$ cat src/rtl/mux_select_arbiter.sv
`default_nettype none
// ============================================================================
// Module   : mux_select_arbiter
// Purpose  : Round-robin arbiter that shares a 10:1 selection mux among ten
//            requesters. One requester is granted at a time, and the granted
//            index drives the mux select. A per-grant hold limit (MAX_HOLD)
//            stops any single owner from starving the others.
// Ports    : clk        - system clock, rising edge
//            rst_n      - asynchronous active-low reset
//            req_i      - request vector, bit i = requester i wants the mux
//            grant_o    - one-hot grant, all zero when idle
//            select_o   - mux select, index of current/last grant (0..9)
//            valid_o    - high while a grant is active
//            timeout_o  - one-cycle pulse when the hold limit revokes a grant
// Revision : 1.0 - initial release
// ============================================================================
module mux_select_arbiter #(
    parameter int unsigned MAX_HOLD = 8
) (
    input  logic       clk,
    input  logic       rst_n,
    input  logic [9:0] req_i,
    output logic [9:0] grant_o,
    output logic [3:0] select_o,
    output logic       valid_o,
    output logic       timeout_o
);

    typedef enum logic [0:0] {
        ST_IDLE  = 1'b0,
        ST_GRANT = 1'b1
    } state_t;

    localparam logic [7:0] C_HOLD_LAST = 8'(MAX_HOLD - 1);

    state_t     state_q,   state_d;
    logic [9:0] grant_q,   grant_d;
    logic [3:0] select_q,  select_d;
    logic       valid_q,   valid_d;
    logic       timeout_q, timeout_d;
    logic [7:0] hold_q,    hold_d;
    logic [3:0] ptr_q,     ptr_d;

    logic       found_w;
    logic [3:0] win_w;
    logic       owner_req_w;

    // Round-robin search starting just after ptr_q. The first loop covers
    // indices above the pointer, the second wraps to 0..ptr_q, so the
    // previous owner is checked last.
    always_comb begin
        found_w = 1'b0;
        win_w   = 4'd0;
        for (int i = 0; i < 10; i++) begin
            if (!found_w && req_i[i] && (4'(i) > ptr_q)) begin
                found_w = 1'b1;
                win_w   = 4'(i);
            end
        end
        for (int i = 0; i < 10; i++) begin
            if (!found_w && req_i[i] && (4'(i) <= ptr_q)) begin
                found_w = 1'b1;
                win_w   = 4'(i);
            end
        end
    end

    // grant_q is one-hot while granting, so masking avoids indexing req_i
    // with the 4-bit select.
    assign owner_req_w = |(req_i & grant_q);

    always_comb begin
        state_d   = state_q;
        grant_d   = grant_q;
        select_d  = select_q;
        valid_d   = valid_q;
        timeout_d = 1'b0;
        hold_d    = hold_q;
        ptr_d     = ptr_q;

        if ((state_q == ST_IDLE) || !owner_req_w || (hold_q == C_HOLD_LAST)) begin
            // A release by the owner takes precedence over the limit.
            if (state_q == ST_GRANT) begin
                timeout_d = owner_req_w;
            end
            if (found_w) begin
                state_d  = ST_GRANT;
                grant_d  = 10'b1 << win_w;
                select_d = win_w;
                valid_d  = 1'b1;
                ptr_d    = win_w;
                hold_d   = 8'd0;
            end else begin
                state_d = ST_IDLE;
                grant_d = 10'd0;
                valid_d = 1'b0;
            end
        end else begin
            hold_d = hold_q + 8'd1;
        end
    end

    always_ff @(posedge clk or negedge rst_n) begin
        if (!rst_n) begin
            state_q   <= ST_IDLE;
            grant_q   <= 10'd0;
            select_q  <= 4'd0;
            valid_q   <= 1'b0;
            timeout_q <= 1'b0;
            hold_q    <= 8'd0;
            ptr_q     <= 4'd9;
        end else begin
            state_q   <= state_d;
            grant_q   <= grant_d;
            select_q  <= select_d;
            valid_q   <= valid_d;
            timeout_q <= timeout_d;
            hold_q    <= hold_d;
            ptr_q     <= ptr_d;
        end
    end

    assign grant_o   = grant_q;
    assign select_o  = select_q;
    assign valid_o   = valid_q;
    assign timeout_o = timeout_q;

endmodule
`default_nettype wire

$ cat config.mk
export PLATFORM = sky130hd
export DESIGN_NAME = mux_select_arbiter
export DESIGN_NICKNAME = d
export VERILOG_FILES = /design/src/rtl/mux_select_arbiter.sv
export SDC_FILE = /design/constraint.sdc
export NUM_CORES = 1
export LEC_CHECK = 0
export BUFFER_PORTS_ARGS = -buffer_cell sky130_fd_sc_hd__buf_2
export CAP_MARGIN = 10
export CELL_PAD_IN_SITES_DETAIL_PLACEMENT = 2
export CELL_PAD_IN_SITES_GLOBAL_PLACEMENT = 2
export CORE_MARGIN = 2
export CORE_UTILIZATION = 38
export CTS_BUF_LIST = sky130_fd_sc_hd__clkbuf_4 sky130_fd_sc_hd__clkbuf_8
export CTS_CLUSTER_DIAMETER = 60
export DETAILED_ROUTE_END_ITERATION = 12
export PLACE_DENSITY_LB_ADDON = 0.1
export SYNTH_ARGS = -nofsm -noshare
export SYNTH_HDL_FRONTEND = slang
export SYNTH_SLANG_ARGS = --single-unit
$ cat constraint.sdc
create_clock -name clk -period 5.06 [get_ports clk]
set_input_delay 0.253 -clock clk [delete_from_list [all_inputs] [get_ports clk]]
set_output_delay 0.253 -clock clk [all_outputs]
set_load 0.05 [all_outputs]
==> reports/qor.txt <==
DRT
--------------------------------------------------------------------------------------
Vias after detailed routing                                                       1666
Drt initial violations                                                             101
Initial DRT Pass Iterations                                                          5
Wirelength, routed                                                             5730 um
Detail Route Antenna Nets                                                            0
Ratio of routed vias to standard cells                                            6.24
Routed len/inst                                                                21.5 um
DRC violations left                                                                  0

LAYOUT
--------------------------------------------------------------------------------------
Number of nets in the layout                                                       229
ANT cells                                                                            0
Commonest cells after routing, fill and taps aside                        sky130_fd_sc_hd__buf_2 (27), sky130_fd_sc_hd__dfrtp_1 (24), sky130_fd_sc_hd__nand2_1 (18), sky130_fd_sc_hd__o21ai_0 (18), sky130_fd_sc_hd__nor2_1 (16)
Post-route core utilization                                                      44.7%
Final Instance Area                                                           1960 um2
P&R area growth vs syn                                                           13.0%
Layout fillers                                                                     500
Sequential cell area in the final layout                                       653 um2
Fraction of layout cells with a size suffix above 1                              22.8%
Area taken by multi-input logic gates                                         1000 um2
Most common library cell in the layout ignoring fill and taps             sky130_fd_sc_hd__buf_2

SYNTHESIS
--------------------------------------------------------------------------------------
Commonest register cell after synthesis                                   sky130_fd_sc_hd__dfrtp_1
Netlist cell types                                                                  61
Yosys warning total                                                                  0
Top cell type's share of synthesized area                                        34.6%
Post-Syn Instances                                                                 191
Cell type contributing the most total cell area after synthesis           sky130_fd_sc_hd__dfrtp_1
Synthesized net count                                                              204
Mean post-synth cell area                                                     9.09 um2
Seq cells post-synth                                                                26
Seq/Total Area, Yosys                                                            37.6%
Async set-reset flop share out of synthesis                                       100%
Biggest area contributors in the synthesized netlist                      sky130_fd_sc_hd__dfrtp_1 (35%), sky130_fd_sc_hd__o21ai_0 (5.2%), sky130_fd_sc_hd__nand2_1 (3.9%), sky130_fd_sc_hd__a32o_1 (3.5%), sky130_fd_sc_hd__nor2_1 (3.5%)
EDFF count, synth                                                                    0
Post-Syn Area                                                                 1740 um2

CLOCK NETWORK
--------------------------------------------------------------------------------------
Root buffer cell                                                          sky130_fd_sc_hd__clkbuf_8
Clock tree from TritonCTS                                                          yes
Clock slew at the register clock pins of the worst setup and hold paths        0.10 ns
Hold bufs inserted after CTS                                                         1
Clock Sinks                                                                         26
Number of buffers added by the clock tree synthesis step                             3
Post-CTS Setup Inserts                                                               0
Latest clock arrival within the worst-skew pair                                0.28 ns
Number of gates given a new drive strength after cts                                 0
Maximum buffer depth of the clock tree                                               2
Clock H-tree levels                                                                  1

FLOORPLAN
--------------------------------------------------------------------------------------
FP Rows                                                                             24
I/O pin count                                                                       28
Height of the chip                                                             71.6 um
Horiz. Die Dim                                                                 71.6 um
Core Area                                                                     4380 um2
Initial standard-cell utilization of the core                                    39.6%
Area of the die                                                               5120 um2

PLACED DESIGN
--------------------------------------------------------------------------------------
DP HPWL                                                                        4410 um
Global placer's final weighted congestion                                        0.874
Instance area at placement                                                    1880 um2
I/O Buffers                                                                         27

CRITICAL PATH
--------------------------------------------------------------------------------------
Capturing element type of the critical path                                  flip-flop
Max FO, Critical Path                                                               16
Reg2Reg Launch Point                                                       select_o[1]
Arrival time reported for the critical path endpoint                           2.94 ns
Required time worst endpoint                                                   5.24 ns
Worst setup path endpoint                                                  select_o[1]
Capture point of the worst reg-to-reg path                                 select_o[1]
Worst Path Class, Setup                                                        reg2reg
FF-to-FF path depth                                                                  6
Reg2Reg Setup Slack                                                            2.30 ns
Category of the worst setup path launch point                                flip-flop
Timing startpoint of the critical path                                     select_o[1]

JOB
--------------------------------------------------------------------------------------
Count of maximum capacitance violations                                              0

GLOBAL ROUTING
--------------------------------------------------------------------------------------
Via count of the first global-routing pass                                        1705
Maximum number of pins on one net before global-route repair                        27
Global-route wire length before repair                                         9360 um
Grt met3 use                                                                     2.11%
Global routing's busiest layer                                                    met2
GRT Util Overall                                                                 23.8%
GR Util met2                                                                     37.3%
Global route overflow                                                                0
GR met1 Demand/Resource                                                          36.0%
Initial antenna violation count                                                      0

STA
--------------------------------------------------------------------------------------
Setup repair after global routing missed its margin                                 no
Final period util                                                                54.5%
Worst rel slew slack                                                             28.9%
Maximum frequency from static timing analysis                                  363 MHz
Final Slew Violations                                                                0
Minimum clock period after layout                                              2.76 ns
Total setup violations reported at the end of the flow                               0
Clock Skews                                                                  0.0106 ns
Count of final hold-check violations                                                 0
Transition time of the tightest slew-check pin                                 1.06 ns
Final setup TNS                                                                   0 ns

POWER AND IR DROP
--------------------------------------------------------------------------------------
Cell-internal power                                                           0.706 mW
Maximum VDD drop                                                              0.328 mV
Share of power burned in registers                                               25.0%
Switching component of the power                                              0.825 mW
Pwr per Cell Area                                                           780 nW/um2
Share of power burned in the clock network                                       11.5%
Share of total power in combinational logic                                      63.5%
Switch share                                                                     53.9%
Static leakage power                                                          0.883 nW

HOLD PATH
--------------------------------------------------------------------------------------
Worst min-delay path class                                                    in2async

STATUS
--------------------------------------------------------------------------------------
Run status                                                                   completed

-- routing by layer --
metal  share of wire [%]  vias up  routed length, um
met5                   0        -                  0
met4                0.92        0                 53
met1                  50      862               2840
met2                  47       25               2700
met3                 2.4        5                140
li1                    -      774                  -
-- registers in the layout, summed over array words and instances, names as in the netlist --
name / count
hold_q: 8
timeout_o: 1
ptr_q: 2
select_o: 4
valid_o: 1
grant_o: 10
-- Yosys cell counts (3+ instances only) --
cell type	n
sky130_fd_sc_hd__nor2b_1	4
sky130_fd_sc_hd__nand3_1	7
sky130_fd_sc_hd__dfrtp_1	24
sky130_fd_sc_hd__a21oi_1	4
sky130_fd_sc_hd__inv_1	7
sky130_fd_sc_hd__a22oi_1	6
sky130_fd_sc_hd__o31ai_1	4
sky130_fd_sc_hd__a32o_1	6
sky130_fd_sc_hd__nor3_1	5
sky130_fd_sc_hd__nand2b_1	4
sky130_fd_sc_hd__o21bai_1	4
sky130_fd_sc_hd__o21ai_0	18
sky130_fd_sc_hd__mux2i_1	3
sky130_fd_sc_hd__nand2_1	18
sky130_fd_sc_hd__a211oi_1	3
sky130_fd_sc_hd__nor2_1	16
-- cell families (layout without fill, tap and decap cells) --
family	after synthesis	count (layout)	share of synthesized area, %
multiplexers	5	5	3.24
buffers and inverters	15	39	4.69
AND/OR/NAND/NOR	74	74	23.2
adder cells (fa/ha/maj)	1	1	0.721
AO/OA/AOI/OAI	70	70	30.5
flip-flops	26	26	37.6
-- per-stage QoR --
stage	power, mW	setup WS (ns)	hold slack [ns]	instances
after global placement	1.31	2.47	0.280	262
after global routing	1.64	2.13	0.554	267
after floorplan	1.13	2.80	-0.0426	191
after CTS	1.54	2.32	0.523	267
final	1.53	2.30	0.504	267
after detailed placement	1.35	2.34	0.295	262
-- worst min path at each step --
stage                  end  slack [ns]  cells after the start
4_1_cts          hold_q[0]        0.52                      2
3_3_place_gp   select_o[2]        0.28                      1
2_1_floorplan   grant_o[0]       -0.04                      0
6_report       select_o[2]        0.50                      2
3_5_place_dp   select_o[1]        0.29                      1
5_1_grt          hold_q[4]        0.55                      2
-- power by group through the flow --
stage	clock [mW]	combinational [mW]	sequential (mW)
after floorplan	0	0.669	0.461
after global placement	0	0.941	0.373
after detailed placement	0	0.970	0.383
after CTS	0.180	0.975	0.381
after global routing	0.187	1.06	0.394
final	0.176	0.973	0.382
-- final cells by class --
cell class              count  share of cell area, %
flip-flops and latches     26                   33.3
clock inverters             1                   1.53
well taps                  52                   3.32
repair buffers             28                   7.40
inverters                   7                   1.34
multi-input cells         150                   51.0
clock buffers               3                   2.10
-- worst max-delay path: stages, from the launching register on --
cell	delay [ns]
sky130_fd_sc_hd__dfrtp_1	0.66
sky130_fd_sc_hd__o21ba_1	0.21
sky130_fd_sc_hd__o21ai_1	0.28
sky130_fd_sc_hd__o2111ai_2	0.32
sky130_fd_sc_hd__nor4_4	0.69
sky130_fd_sc_hd__nor2_4	0.13
sky130_fd_sc_hd__mux2_4	0.34
No activity file was read; power rests on OpenSTA's default activity.
